**src/rtl/seven_seg_pkg.sv**
```systemverilog
// Shared types and constants for the 4-digit seven-segment scan controller.
package seven_seg_pkg;

    typedef enum logic {
        ST_BLANK = 1'b0,
        ST_DRIVE = 1'b1
    } state_e;

    localparam int         NUM_DIGITS = 4;
    localparam logic [6:0] SEG_BLANK  = 7'b1111111;
    localparam logic [3:0] AN_OFF     = 4'b1111;

endpackage

```
**src/rtl/display_map_7seg.sv**
```systemverilog
// BCD digit to common-anode segment pattern {g..a}, active-low; non-BCD codes go dark.
module display_map_7seg (
    input  logic [3:0] digit_in,
    output logic [6:0] seg_out
);

    always_comb begin
        case (digit_in)
            4'd0:    seg_out = 7'b1000000;
            4'd1:    seg_out = 7'b1111001;
            4'd2:    seg_out = 7'b0100100;
            4'd3:    seg_out = 7'b0110000;
            4'd4:    seg_out = 7'b0011001;
            4'd5:    seg_out = 7'b0010010;
            4'd6:    seg_out = 7'b0000010;
            4'd7:    seg_out = 7'b1111000;
            4'd8:    seg_out = 7'b0000000;
            4'd9:    seg_out = 7'b0010000;
            default: seg_out = 7'b1111111;
        endcase
    end

endmodule

```
**src/rtl/seven_seg_scan_controller.sv**
```systemverilog
// Scans a double-buffered 4-digit BCD value across a common-anode display,
// with a blank guard at the start of every digit slot to avoid ghosting.
module seven_seg_scan_controller
    import seven_seg_pkg::*;
#(
    parameter int DIGIT_CYCLES = 100000,
    parameter int BLANK_CYCLES = 1000
) (
    input  logic        clk_in,
    input  logic        rst_n_in,
    input  logic [15:0] value_in,
    input  logic        load_in,
    input  logic [3:0]  dp_in,
    input  logic        lz_en_in,
    output logic [6:0]  seg_out,
    output logic        dp_out,
    output logic [3:0]  an_out,
    output logic        frame_done_out
);

    localparam int              CNT_W      = $clog2(DIGIT_CYCLES);
    localparam logic [CNT_W-1:0] BLANK_LAST = CNT_W'(BLANK_CYCLES - 1);
    localparam logic [CNT_W-1:0] SLOT_LAST  = CNT_W'(DIGIT_CYCLES - 1);

    state_e                   state_q, state_d;
    logic [CNT_W-1:0]         cnt_q, cnt_d;
    logic [1:0]               idx_q, idx_d;
    logic [4*NUM_DIGITS-1:0]  active_q, active_d;
    logic [4*NUM_DIGITS-1:0]  shadow_q, shadow_d;
    logic                     pending_q, pending_d;
    logic [6:0]               seg_q, seg_d;
    logic [3:0]               an_q, an_d;
    logic                     dp_q, dp_d;
    logic                     frame_done_q, frame_done_d;

    logic                     boundary;
    logic [4*NUM_DIGITS-1:0]  upper;
    logic [3:0]               nibble;
    logic                     digit_blank;
    logic [6:0]               dec_seg;

    display_map_7seg u_map (
        .digit_in (nibble),
        .seg_out  (dec_seg)
    );

    always_comb begin
        // NOTE: every signal gets a default before any branch so no latches are inferred.
        state_d      = state_q;
        cnt_d        = cnt_q + CNT_W'(1);
        idx_d        = idx_q;
        active_d     = active_q;
        shadow_d     = shadow_q;
        pending_d    = pending_q;
        seg_d        = SEG_BLANK;
        an_d         = AN_OFF;
        dp_d         = 1'b1;

        case (state_q)
            ST_BLANK: if (cnt_q == BLANK_LAST) state_d = ST_DRIVE;
            ST_DRIVE: if (cnt_q == SLOT_LAST) begin
                state_d = ST_BLANK;
                cnt_d   = '0;
                idx_d   = idx_q + 2'd1;
            end
            default:  state_d = ST_BLANK;
        endcase

        // A load on the frame boundary bypasses the shadow so it shows without a frame of delay.
        boundary = (state_q == ST_DRIVE) && (idx_q == 2'd3) && (cnt_q == SLOT_LAST);
        if (boundary) begin
            pending_d = 1'b0;
            if (load_in)        active_d = value_in;
            else if (pending_q) active_d = shadow_q;
        end else if (load_in) begin
            shadow_d  = value_in;
            pending_d = 1'b1;
        end

        // Outputs are registered from next-state values so they change on the same edge as the FSM.
        upper       = active_d >> {idx_d, 2'b00};
        nibble      = upper[3:0];
        digit_blank = (nibble > 4'd9) || (lz_en_in && (idx_d != 2'd0) && (upper == '0));

        if (state_d == ST_DRIVE) begin
            an_d  = digit_blank ? AN_OFF : ~(4'b0001 << idx_d);
            seg_d = digit_blank ? SEG_BLANK : dec_seg;
            dp_d  = ~dp_in[idx_d];
        end

        frame_done_d = (state_d == ST_DRIVE) && (idx_d == 2'd3) && (cnt_d == SLOT_LAST);
    end

    // NOTE: asynchronous reset in the sensitivity list; all state uses non-blocking assignment.
    always_ff @(posedge clk_in or negedge rst_n_in) begin
        if (!rst_n_in) begin
            state_q      <= ST_BLANK;
            cnt_q        <= '0;
            idx_q        <= '0;
            active_q     <= '0;
            shadow_q     <= '0;
            pending_q    <= 1'b0;
            seg_q        <= SEG_BLANK;
            an_q         <= AN_OFF;
            dp_q         <= 1'b1;
            frame_done_q <= 1'b0;
        end else begin
            state_q      <= state_d;
            cnt_q        <= cnt_d;
            idx_q        <= idx_d;
            active_q     <= active_d;
            shadow_q     <= shadow_d;
            pending_q    <= pending_d;
            seg_q        <= seg_d;
            an_q         <= an_d;
            dp_q         <= dp_d;
            frame_done_q <= frame_done_d;
        end
    end

    assign seg_out        = seg_q;
    assign an_out         = an_q;
    assign dp_out         = dp_q;
    assign frame_done_out = frame_done_q;

endmodule

```
**config.mk**
```make
export PLATFORM = sky130hd
export DESIGN_NAME = seven_seg_scan_controller
export DESIGN_NICKNAME = d
export VERILOG_FILES = /design/src/rtl/seven_seg_pkg.sv /design/src/rtl/display_map_7seg.sv /design/src/rtl/seven_seg_scan_controller.sv
export SDC_FILE = /design/constraint.sdc
export NUM_CORES = 1
export LEC_CHECK = 0
export ABC_AREA = 0
export BUFFER_PORTS_ARGS = -buffer_cell sky130_fd_sc_hd__buf_4
export CAP_MARGIN = 20
export CORE_MARGIN = 2
export CORE_UTILIZATION = 30
export CTS_CLUSTER_DIAMETER = 200
export DETAILED_ROUTE_END_ITERATION = 7
export HOLD_SLACK_MARGIN = 0.15
export PLACE_DENSITY_LB_ADDON = 0.1
export SLEW_MARGIN = 10
export SYNTH_ARGS = -nofsm -noshare
export SYNTH_HDL_FRONTEND = slang
export SYNTH_SLANG_ARGS = --single-unit
export TNS_END_PERCENT = 5
```
**constraint.sdc**
```tcl
create_clock -name clk_in -period 9.88 [get_ports clk_in]
set_input_delay 0.494 -clock clk_in [delete_from_list [all_inputs] [get_ports clk_in]]
set_output_delay 0.494 -clock clk_in [all_outputs]
set_load 0.1 [all_outputs]
```
Word-level counts from Yosys, hierarchy flattened
Memories as Yosys holds them, arrays and structs flattened.
Index checks and enable logic that the tools add are counted.
- register bits after elaboration: 66
- latch bits: 0
- RAM bits: 0
- memory bits (read-only): 112
- bits of input ports: 24
- memories kept: 1
- memories (memory ; depth ; bits a word ; read ports ; clocked after Yosys merged registers in ; write ports ; line ; source):
    (name not given) ; 16 ; 7 ; 1 ; 0 ; 0 ; display_map_7seg.sv:8 ; case (digit_in)
- $add $sub $neg: 2
- $mul: 0
- divide/modulo/power cells: 0
- $lt $le $gt $ge: 2
- equality and inequality tests: 5
- shift-type cells: 2
- muxes and demuxes: 19
- bitwise gates (word level): 4
- reduce and logical (&&, ||, !) cells: 11
- operator list (kind ; number):
    $mux W16 ; 3
    $eq A17 B17 Y1 const B ; 2
    $mux W17 ; 2
    $add A17 B1 Y17 const B ; 1
    $eq A17 B10 Y1 const B ; 1
    $logic_not A16 Y1 ; 1
    $shr A16 B4 Y16 ; 1
    $mux W7 ; 2
    $mux W4 ; 2
    $logic_and A1 B1 Y1 ; 6
    $mux W1 ; 6
    $eq A2 B2 Y1 const B ; 2
    $gt A4 B4 Y1 const B ; 1
    $mux W2 ; 2
    $not A4 Y4 ; 1
    $reduce_bool A2 Y1 ; 2
    $shl A1 B2 Y4 const A ; 1
    $lt A2 B3 Y1 const B ; 1
    $not A1 Y1 ; 3
    $add A2 B1 Y2 const B ; 1
    $bmux W1 S2 ; 1
    $pmux W1 S2 ; 1
    $reduce_and A2 Y1 ; 1
    $logic_or A1 B1 Y1 ; 1

Longest topological paths before layout
- depth after elaboration: 10
- gate-level depth with buffers: 17
- gate-level depth less buffers: 15

By module
Synthesis repeated with hierarchy kept, for this count alone.
- cell total of the unflattened synthesis: 337
- area total of the unflattened synthesis: 3412.0 µm²
- by module, submodules not included (module ; instances ; cells an instance ; area an instance (µm²)):
    seven_seg_scan_controller ; 1 ; 304 ; 3201.8
    display_map_7seg ; 1 ; 33 ; 210.2

Least setup slack after synthesis
OpenSTA, ideal clock, no wires.
- path kind: reg2reg
- start point: register cnt_q[0]
- end point: register seg_q[0], in the netlist seg_out[0]
- arrival: 3140 ps
- data required time: 9790 ps
- setup slack: 6650 ps
- cell stages (with the launch flop): 16
- buffers on the path: 2
- period minus slack after synthesis: 3230 ps
- path through: dfrtp_1 -> ha_1 -> and4_1 -> nand2b_1 -> clkbuf_1 -> buf_2 -> o32a_1 -> nor2_1 -> nor3_1 -> nor4_1 -> ha_1 -> nor2_1 -> a41oi_1 -> o21ai_2 -> a31oi_4 -> o21ai_1
- word-level cells in the longest chain between the ends: 9
- elaborated cells between the ends (all ways): 19
- ends and longest elaborated chain (what ; line ; source):
    from (decl) ; seven_seg_scan_controller.sv:26 ; logic [CNT_W-1:0] cnt_q, cnt_d;
    from (signal assigned) ; seven_seg_scan_controller.sv:109 ; cnt_q <= cnt_d;
    branches (longest 8 deep; another with $mem_v2 Z16 W7) ; - ;
    $mux W7 (*) ; seven_seg_scan_controller.sv:85 ; if (state_d == ST_DRIVE) begin
    via seg_d[0] ; seven_seg_scan_controller.sv:31 ; logic [6:0] seg_q, seg_d;
    to (signal assigned) ; seven_seg_scan_controller.sv:114 ; seg_q <= seg_d;
    to (decl) ; seven_seg_scan_controller.sv:31 ;
Mark *: on every way through the listed nets, which the timed path passes.
A chain may end at the register's enable or synchronous reset.

Final worst setup path
- start point: register cnt_q[0]
- end point: register seg_q[5], in the netlist seg_out[5]
- word-level cells in the longest chain between the ends: 9
- elaborated cells between the ends (all ways): 19
- ends and longest elaborated chain (what ; line ; source):
    $eq A17 B17 Y1 (*) ; seven_seg_scan_controller.sv:61 ; ST_DRIVE: if (cnt_q == SLOT_LAST) begin
    $mux W2 (*) ; seven_seg_scan_controller.sv:61 ;
    $mux W2 (*) ; seven_seg_scan_controller.sv:59 ; case (state_q)
    via idx_d[0] ; seven_seg_scan_controller.sv:27 ; logic [1:0] idx_q, idx_d;
    branches (longest 4 deep; another with $mem_v2 Z16 W7) ; - ;
    $mux W7 (*) ; seven_seg_scan_controller.sv:87 ; seg_d = digit_blank ? SEG_BLANK : dec_seg;
    $mux W7 (*) ; seven_seg_scan_controller.sv:85 ;
    via seg_d[5] ; seven_seg_scan_controller.sv:31 ;
Marks and branches as above.

==> summary.md <==
| Metric | Value |
|---|---|
| Vias per cell | `between 5 and 6` |
| Worst reg2reg path endpoint | `seg_out[5]` |
| Chip height | `approximately 110 microns` |
| # clock sinks | `66` |
| Clock Skew | `~0.0053 ns` |
| Cts hold-fix bufs | `0` |
| Setup_tns | `0 ns` |
| Combinational power share | `under 10%` |
| R2r startpoint | `cnt_q[0]` |
| Core area | `~0.011 sq mm` |
| Number of post-CTS setup repair buffers | `0` |
| Max IR drop VDD | `around 66 uV` |
| Mapped Cells | `~340` |
| Tightest Pin Transition | `between 0.9 and 1 ns` |
| Setup crit start | `cnt_q[0]` |
| Worst reg2reg path depth | `14` |
| Initial antenna violation count | `0` |
| Syn_nets | `370` |
| Netlist Area Pre-Place | `about 0.0035 sq mm` |
| Deepest clock path buffer count | `2` |
| Num ports | `37` |
| Final Critical Period | `between 4 and 5 ns` |
| Highest-count cells in the layout ignoring fill and taps | `54 x dfrtp_1, 40 x nor2_1, 37 x buf_4, 16 x nand2_1, 16 x mux2_2` |
| Sequential power share | `between 40% and 50%` |
| Max-slew violations | `0` |
| Endpoint class of the critical path | `flip-flop` |
| Relative slew slack | `approximately 40%` |
| Total Power | `just over 0.6 mW` |
| Largest net degree at the start of global routing | `67` |
| Clock power frac | `between 50% and 60%` |
| Drt pass-1 iters | `4` |
| DR iter-0 viols | `between 100 and 150` |
| Routed vias | `2,702` |
| Die area | `around 0.013 sq mm` |
| Post_cts resized | `0` |
| Worst skew pair latency | `around 0.33 ns` |
| RSZ-0062 raised after global routing | `no` |
| Crit Path Category | `reg2reg` |
| Share of cells above drive strength 1 | `between 20% and 30%` |
| R2r setup slk | `between 5 and 6 ns` |
| Worst-path maximum fanout | `18` |
| DR DRC count | `0` |
| Reg clk slew, reported paths | `0.06 ns` |
| Initial Util | `between 30% and 40%` |
| Area grow syn2layout | `18.96%` |
| Vias in the first global route | `between 2,000 and 3,000` |
| Status | `finished, final reports clean` |
| P_int | `0.4878 mW` |
| CP endpoint | `seg_out[5]` |
| Overall global routing resource usage | `between 10% and 20%` |
| First-pass GRT wire length | `approximately 16,000 microns` |
| DP HPWL | `6474 microns` |
| Net Sw Power | `~0.13 mW` |
| Final Setup Violations | `0` |
| Die X-Extent | `around 110 microns` |
| Ys async rst share | `100.0%` |
| Routed WL | `~9400 microns` |
| ANT cells | `0` |
| Post-synthesis cell type count | `around 60` |
| CP arrival | `4.41 ns` |
| Synthesized area per cell | `approximately 10 sq um` |
| Switching Share | `21.12%` |
| Final #Nets | `around 400` |
| Wire per inst | `~18 microns` |
| Worst hold path class | `in2async` |
| Leakage | `around 1.7 nW` |
| Synth Register Bits | `66` |
| # rows | `39` |
| CTS tree | `yes` |
| Routed Antenna Nets | `0` |
| RD Place Congestion | `0.8123` |
| Most common cell after layout, fill and taps aside | `dfrtp_1` |
| Fin crit share | `between 40 and 50%` |
| Ys flop type | `dfrtp_1` |
| Peak Freq | `239.7 MHz` |
| Number of maximum-capacitance violations | `0` |
| Root buf cell | `clkbuf_16` |
| Total CTS buffers | `9` |
| H-Tree Depth | `3` |
| Ratio of total power to cell area | `approximately 150 mW/mm^2` |
| Grt total ovfl | `0` |
| YS warnings | `0` |
| Post-synthesis sequential area ratio | `47.03%` |
| Number of enable flip-flop cells after synthesis | `0` |
| PortBufs | `36` |
| Final Hold Fails | `0` |
| CP Launch Type | `flip-flop` |
| CP Data Required Time | `between 10 and 15 ns` |
[per-stage QoR]
step / setup slack [ns] / hold slack, ns / cell area (sq um) / instances / utilization (%)
after floorplan: 6.650 / 0.1984 / 3543 / 339 / -
after global placement: 5.831 / 0.4796 / 3921 / 502 / 34.20
after detailed placement: 5.761 / 0.4851 / 3921 / 502 / 34.20
after CTS: 5.745 / 0.3089 / 4215 / 518 / 36.76
after global routing: 5.322 / 0.3339 / 4215 / 518 / 36.76
final: 5.708 / 0.2643 / 4215 / 518 / 36.76
[cell type report]
class                      instances  area (sq um)
inverter                           8         30.03
clock buffer                      14         284.0
fill                            1140          7252
timing repair buffer              37         277.8
tap                              143         178.9
sequential                        66          1667
clock inverter                     2         10.01
multi-input combinational        248          1768
[cells by family (layout without fill, tap and decap cells)]
logic type | after synthesis | in the layout | synth area share, %
simple gates | 140 | 140 | 22.49
compound gates | 66 | 66 | 14.58
flops | 66 | 66 | 47.03
buf+inv | 25 | 61 | 3.072
mux | 21 | 21 | 6.850
xor+xnor | 13 | 13 | 3.213
fa+ha+maj | 8 | 8 | 2.754
[power by group through the flow]
stage               Combinational, mW  Sequential, mW  Clock [mW]
floorplan                      0.0119           0.284           0
global placement               0.0276           0.284           0
detailed placement             0.0278           0.285           0
CTS                            0.0278           0.280       0.321
global route                   0.0297           0.281       0.335
finish                         0.0265           0.280       0.312
[metal layers]
metal	up-vias	routed length, microns	GRT usage (%)
met3	9	329	3.402
met2	47	4409	24.87
met1	1321	4594	22.10
li1	1325	-	-
met4	0	112	5.610
met5	-	0	0
[how the worst min path moves through the flow]
| stage | depth (start not counted) | slack (ns) | from | endpoint |
|---|---|---|---|---|
| after floorplan | 0 | 0.20 | rst_n_in | active_q[0] |
| after global placement | 1 | 0.48 | shadow_q[4] | shadow_q[4] |
| after detailed placement | 1 | 0.49 | shadow_q[8] | shadow_q[8] |
| after CTS | 1 | 0.31 | rst_n_in | shadow_q[14] |
| after global routing | 1 | 0.33 | rst_n_in | shadow_q[14] |
| final | 1 | 0.26 | rst_n_in | shadow_q[14] |
[synthesized netlist by cell type (3+ instances only)]
| library cell | number | area, sq um |
|---|---|---|
| a21boi_0 | 3 | 22.52 |
| a21oi_1 | 5 | 25.02 |
| and3_1 | 7 | 43.79 |
| buf_2 | 6 | 30.03 |
| clkbuf_1 | 8 | 30.03 |
| dfrtp_1 | 54 | 1351 |
| dfstp_2 | 12 | 315.3 |
| ha_1 | 7 | 87.58 |
| inv_1 | 8 | 30.03 |
| mux2_2 | 16 | 180.2 |
| mux2i_1 | 4 | 40.04 |
| nand2_1 | 16 | 60.06 |
| nand3_1 | 12 | 60.06 |
| nand3b_1 | 14 | 105.1 |
| nand4_1 | 4 | 25.02 |
| nand4b_1 | 3 | 26.28 |
| nor2_1 | 40 | 150.1 |
| nor2_2 | 3 | 18.77 |
| nor2b_1 | 4 | 25.02 |
| nor3_1 | 7 | 35.03 |
| nor4_1 | 7 | 43.79 |
| o21ai_0 | 6 | 30.03 |
| o21ai_1 | 8 | 40.04 |
| o22ai_1 | 13 | 81.33 |
| o32a_1 | 13 | 130.1 |
| or2_2 | 4 | 25.02 |
| or3_1 | 3 | 18.77 |
| xnor2_1 | 9 | 78.83 |
| xor2_1 | 4 | 35.03 |
[state kept, by name (all words and copies together), names as in the netlist]
register,count
active_q,16
shadow_q,16
dp_out,1
pending_q,1
idx_q,2
state_q,1
frame_done_out,1
cnt_q,17
seg_out,7
an_out,4
[critical path, cell delays in order (launching register included)]
cell,delay [ns]
dfrtp_1,0.40
ha_1,0.26
and4_1,0.23
nand2b_1,0.42
nor3_1,0.50
nor2_1,0.14
inv_1,0.20
nor4_1,0.09
nor4_1,0.72
ha_1,0.30
nor2_1,0.05
a41oi_1,0.21
o21ai_2,0.10
a31oi_4,0.30
o21ai_1,0.13
Note: power is estimated with default switching activity, not from simulation.
